===== config.mk =====
export PLATFORM = sky130hd
export DESIGN_NAME = instr_fetch
export DESIGN_NICKNAME = d
export VERILOG_FILES = /design/src/rtl/instr_fetch.sv
export SDC_FILE = /design/constraint.sdc
export NUM_CORES = 1
export LEC_CHECK = 0
export CORE_UTILIZATION = 44
export CTS_CLUSTER_SIZE = 30
export DETAILED_ROUTE_END_ITERATION = 8
export HOLD_SLACK_MARGIN = 0.06
export PLACE_DENSITY = 0.75
export REMOVE_ABC_BUFFERS = 1
export SYNTH_ARGS = -nofsm -noshare
export SYNTH_HDL_FRONTEND = slang
export SYNTH_SLANG_ARGS = --single-unit

===== constraint.sdc =====
create_clock -name clk -period 2.4 [get_ports clk]
set_input_delay 0.6 -clock clk [delete_from_list [all_inputs] [get_ports clk]]
set_output_delay 0.6 -clock clk [all_outputs]
set_load 0.005 [all_outputs]

===== src/rtl/instr_fetch.sv =====
`default_nettype none
// +----------------------------------------------------------------------------+
// | instr_fetch                                                                |
// | PC owner and 2-entry instruction queue feeding the decoder (valid/ready).  |
// | Revision: 1.0                                                              |
// +----------------------------------------------------------------------------+
module instr_fetch #(
  parameter int                ADDR_W   = 8,
  parameter int                DATA_W   = 16,
  parameter logic [ADDR_W-1:0] RESET_PC = '0
) (
  input  logic              clk,
  input  logic              rst,
  output logic              prog_mem_rd_en,
  output logic [ADDR_W-1:0] prog_mem_addr,
  input  logic [DATA_W-1:0] prog_mem_rdata,
  input  logic              jump_en,
  input  logic [ADDR_W-1:0] jump_addr,
  input  logic              halt,
  output logic [DATA_W-1:0] cell_data,
  output logic [ADDR_W-1:0] cell_pc,
  output logic              cell_valid,
  input  logic              cell_ready,
  output logic [ADDR_W-1:0] pc
);

  localparam logic [0:0] S_RUN    = 1'b0;
  localparam logic [0:0] S_HALTED = 1'b1;

  logic [0:0]        r_state;
  logic [0:0]        w_state_next;
  logic              w_fetch_ok;

  logic [ADDR_W-1:0] r_pc;
  logic [ADDR_W-1:0] r_rd_addr;
  logic              r_inflight;

  logic [1:0]        r_count;
  logic [DATA_W-1:0] r_q0_data;
  logic [DATA_W-1:0] r_q1_data;
  logic [ADDR_W-1:0] r_q0_addr;
  logic [ADDR_W-1:0] r_q1_addr;

  logic [1:0]        w_count_next;
  logic [DATA_W-1:0] w_q0_data_next;
  logic [DATA_W-1:0] w_q1_data_next;
  logic [ADDR_W-1:0] w_q0_addr_next;
  logic [ADDR_W-1:0] w_q1_addr_next;

  logic              w_pop;
  logic              w_push;
  logic              w_issue;
  logic [2:0]        w_occupancy;

  // State register
  always_ff @(posedge clk) begin
    if (rst) begin
      r_state <= S_RUN;
    end else begin
      r_state <= w_state_next;
    end
  end

  // Next-state logic
  always_comb begin
    w_state_next = r_state;
    case (r_state)
      S_RUN:    w_state_next = halt ? S_HALTED : S_RUN;
      S_HALTED: w_state_next = halt ? S_HALTED : S_RUN;
      default:  w_state_next = S_RUN;
    endcase
  end

  // Output logic: HALTED resumes fetching in the very cycle halt drops.
  always_comb begin
    w_fetch_ok = 1'b0;
    case (r_state)
      S_RUN:    w_fetch_ok = !halt;
      S_HALTED: w_fetch_ok = !halt;
      default:  w_fetch_ok = 1'b0;
    endcase
  end

  assign w_pop       = cell_valid && cell_ready;
  assign w_push      = r_inflight && !jump_en;
  assign w_occupancy = {1'b0, r_count} + {2'b00, r_inflight};
  // Queue slots already claimed (stored + in flight), net of this cycle's pop, must leave room.
  assign w_issue     = !rst && w_fetch_ok && !jump_en &&
                       (w_occupancy < (3'd2 + {2'b00, w_pop}));

  always_ff @(posedge clk) begin
    if (rst) begin
      r_pc       <= RESET_PC;
      r_rd_addr  <= '0;
      r_inflight <= 1'b0;
    end else begin
      r_inflight <= w_issue;
      if (w_issue) begin
        r_rd_addr <= r_pc;
      end
      if (jump_en) begin
        r_pc <= jump_addr;
      end else if (w_issue) begin
        r_pc <= r_pc + 1'b1;
      end
    end
  end

  always_comb begin
    w_count_next   = r_count;
    w_q0_data_next = r_q0_data;
    w_q1_data_next = r_q1_data;
    w_q0_addr_next = r_q0_addr;
    w_q1_addr_next = r_q1_addr;
    if (w_pop) begin
      w_q0_data_next = r_q1_data;
      w_q0_addr_next = r_q1_addr;
      w_count_next   = r_count - 2'd1;
    end
    if (w_push) begin
      if (w_count_next == 2'd0) begin
        w_q0_data_next = prog_mem_rdata;
        w_q0_addr_next = r_rd_addr;
      end else begin
        w_q1_data_next = prog_mem_rdata;
        w_q1_addr_next = r_rd_addr;
      end
      w_count_next = w_count_next + 2'd1;
    end
    // A jump discards whatever remains after this cycle's pop.
    if (jump_en) begin
      w_count_next = 2'd0;
    end
  end

  always_ff @(posedge clk) begin
    if (rst) begin
      r_count   <= 2'd0;
      r_q0_data <= '0;
      r_q1_data <= '0;
      r_q0_addr <= '0;
      r_q1_addr <= '0;
    end else begin
      r_count   <= w_count_next;
      r_q0_data <= w_q0_data_next;
      r_q1_data <= w_q1_data_next;
      r_q0_addr <= w_q0_addr_next;
      r_q1_addr <= w_q1_addr_next;
    end
  end

  assign prog_mem_rd_en = w_issue;
  assign prog_mem_addr  = r_pc;
  assign pc             = r_pc;
  assign cell_valid     = (r_count != 2'd0);
  assign cell_data      = r_q0_data;
  assign cell_pc        = r_q0_addr;

endmodule
`default_nettype wire


==> parameters.txt <==
Parameter                              Value

Worst setup path
  Critical path startpoint    halt
  Kind of end point of the critical path    primary output
  Worst r2r path cells    11
  Beginning of the worst register-to-register path    r_count[0]
  Flop2flop setup slack    0.22 ns
  WP data required    between 1.5 and 2 ns
  Worst setup path category    in2out
  Critical path launch point type    primary input
  Reg-to-reg critical path endpoint    r_q1_data[15]
  Worst-path maximum fanout    2
  Endpoint of the worst setup timing path    prog_mem_rd_en
  Arrival time reported for the critical path endpoint    1.72 ns

Floorplanning
  Die span in y    around 84 um
  Die Area    approximately 0.007 mm^2
  Number of standard-cell rows in the floorplan    29
  Initial standard-cell utilization of the core    45.9%
  Die extent in x    83.9 um
  Boundary pin count    71
  Core area    0.00642 mm^2

Synthesis
  Area of the mapped netlist    just under 0.003 mm^2
  Async set-or-reset flop fraction in the synthesized netlist    0%
  Number of distinct library cells after synthesis    32
  Post-synthesis sequential area ratio    45.5%
  Top cells by count, synth    sky130_fd_sc_hd__dfxtp_1, sky130_fd_sc_hd__nand2_1, sky130_fd_sc_hd__nor2_1
  Number of flops mapped to enable cells by yosys    0
  Cells after Synth    approximately 330
  Largest cells by area after synthesis    sky130_fd_sc_hd__dfxtp_1, sky130_fd_sc_hd__mux2i_1, sky130_fd_sc_hd__a211oi_1
  Synthesized area divided by synthesized cell count    between 9 and 10 um^2
  Post-synthesis register bit count    67
  Synth area leader    sky130_fd_sc_hd__dfxtp_1
  Yosys warns    0
  Most frequently used cell type in the post-synthesis netlist    sky130_fd_sc_hd__dfxtp_1
  Share of the synthesized area in the top cell type    a little under half
  Most frequently used flop master after synthesis    sky130_fd_sc_hd__dfxtp_1

Global routing
  GRT overflow    0
  Number of antenna violations at the first check in global routing    0
  First-pass GRT wire length    approximately 11000 um
  Via count of the first global-routing pass    2459
  Aggregate global-route resource usage    just under 20%
  Maximum number of pins on one net before global-route repair    69

Timing
  Headroom to the max-slew limit    54.1%
  Post-route clock period utilization    a little under 100%
  Slew Limit Fails    0
  Clk_skew    around 0.013 ns
  Achievable frequency    ~430 MHz
  Measured slew at the worst slew-check pin    0.689 ns
  Time the final worst path needs with I/O delays and setup    ~2.3 ns
  Final Setup Violations    0
  Setup slack after layout    0.0771 ns
  Setup repair after global routing missed its margin    no
  Setup tns final    0 ns
  Number of failing hold endpoints at the final stage    0

Placement
  Placed Cells    roughly 460
  Hpwl dp    4170 um
  Routability congestion estimate    ~0.85
  Port-buffer cells    70
  Pre-CTS WS    -0.524 ns

Min path
  Type of the most critical hold path    reg2reg

Clock network
  Count of clock tree sinks    67
  Number of levels in the clock H-tree    3
  Maximum buffer depth of the clock tree    2
  Clock tree from TritonCTS    done
  Clk Tree Root Cell    sky130_fd_sc_hd__clkbuf_8
  CTS buffer count    9
  Clock insertion delay at the later pin of the skew report    about 0.34 ns
  Buffers inserted during post-CTS setup optimization    0
  Clock transition time at the flip-flop clock pins of the worst setup and hold paths    0.07 ns
  Hold Buf Count CTS    0

Detailed routing
  Detailed Routing Iterations Pass 1    6
  DR WL/cell    13.3 um
  Via count    2468
  Number of design rule violations left after detail routing    8
  DRT antenna net count    0
  Detailed-route vias per instance    between 5 and 6
  Aggregate routed wire length    ~6400 um
  Violation count after the first detailed-routing iteration    about 100

Final layout
  Number of nets at the end of the flow    429
  Syn-to-layout area delta    38.2%
  Layout Cells excl Fill    approximately 480
  Fraction of layout cells with a size suffix above 1    14.2%
  Number of fill cells in the layout    535
  Final Util    between 60% and 70%
  Diode count    0

Power
  Static Leakage    roughly 1.6 nW
  Largest vdd supply drop    0.319 mV
  Power density normalized to cell area    ~640 mW/mm^2

Run status
  Status    finished, violations left
  Violations in the final reports    DRC

Flow run
  MaxCap Viol Count    0
## power breakdown
group | total, mW | switching, mW | internal (mW)
clock | 1.12 | 0.432 | 0.692
sequential | 1.18 | 0.0338 | 1.15
combinational | 0.290 | 0.116 | 0.174
total | 2.59 | 0.582 | 2.01
## metal layers
metal / up-vias / GRT usage (%) / wire length (um) / part of all wire, %
met2: 69 / 33.2 / 2970 / 47
met4: 0 / 8.46 / 74 / 1.2
met5: - / 0 / 0 / 0
li1: 1256 / - / - / -
met1: 1138 / 23.8 / 2990 / 47
met3: 5 / 4.25 / 330 / 5.2
## what timing repair did
action                     4_1_cts  5_1_grt
pin swaps                        1        2
setup endpoints to repair        1        1
resized for setup                8        8
## state kept, by name, summed over array words and instances, names as in the netlist
register,flops
cell_pc,8
r_q1_data,16
r_q1_addr,8
r_inflight,1
r_count,2
r_rd_addr,8
pc,8
cell_data,16
## placed cells by master, fill, tap and decap left out, types with 2 or more instances in the layout
master / n
sky130_fd_sc_hd__dfxtp_2: 3
sky130_fd_sc_hd__nor2_1: 38
sky130_fd_sc_hd__clkbuf_8: 9
sky130_fd_sc_hd__inv_2: 3
sky130_fd_sc_hd__clkinvlp_4: 2
sky130_fd_sc_hd__mux2i_1: 33
sky130_fd_sc_hd__buf_2: 2
sky130_fd_sc_hd__nand3_1: 3
sky130_fd_sc_hd__nand2_1: 50
sky130_fd_sc_hd__a211oi_1: 33
sky130_fd_sc_hd__nor3b_1: 2
sky130_fd_sc_hd__ha_4: 2
sky130_fd_sc_hd__buf_12: 5
sky130_fd_sc_hd__buf_4: 16
sky130_fd_sc_hd__xnor2_1: 9
sky130_fd_sc_hd__a21oi_1: 26
sky130_fd_sc_hd__and3_1: 2
sky130_fd_sc_hd__bufinv_16: 3
sky130_fd_sc_hd__a2111oi_4: 2
sky130_fd_sc_hd__dfxtp_1: 64
sky130_fd_sc_hd__ha_1: 3
sky130_fd_sc_hd__clkdlybuf4s50_1: 67
sky130_fd_sc_hd__inv_1: 4
## worst max-delay path: stages
cell                              delay [ns]
sky130_fd_sc_hd__clkdlybuf4s50_1        0.41
sky130_fd_sc_hd__or2_2                  0.31
sky130_fd_sc_hd__a21oi_2                0.11
sky130_fd_sc_hd__nor3b_2                0.16
sky130_fd_sc_hd__buf_2                  0.13
## worst min-delay path by stage
stage	start	to	slack [ns]	cells after the start
3_3_place_gp	r_q1_data[13]	r_q1_data[13]	0.44	2
6_report	r_q1_data[5]	r_q1_data[5]	0.46	2
5_1_grt	r_q1_addr[4]	r_q1_addr[4]	0.48	2
3_5_place_dp	r_q1_data[5]	r_q1_data[5]	0.45	2
2_1_floorplan	r_q1_addr[0]	r_q1_addr[0]	0.43	2
4_1_cts	r_q1_data[5]	r_q1_data[5]	0.46	2
## cells by family after synthesis
group	synth area share [%]
mux	11.2
buf+inv	6.53
xor+xnor	2.67
compound gates	17.0
flops	45.5
simple gates	15.0
fa+ha+maj	2.12
## stage by stage
step | instance area [um^2] | power [mW] | hold slack, ns
floorplan | 2780 | 1.30 | 0.430
global placement | 3800 | 1.49 | 0.441
detailed placement | 3800 | 1.49 | 0.446
CTS | 4050 | 2.61 | 0.456
global route | 4080 | 2.70 | 0.480
finish | 4080 | 2.59 | 0.456
## cell type report
class / instances / area (um^2) / share of cell area (%)
multi-input combinational: 219 / 1460 / 35.8
timing repair buffer: 91 / 910 / 22.3
sequential: 67 / 1350 / 33.0
tap: 77 / 96.3 / 2.36
inverter: 7 / 26.3 / 0.645
clock inverter: 6 / 114 / 2.79
clock buffer: 10 / 128 / 3.13
(Power assumes the default switching activity.)
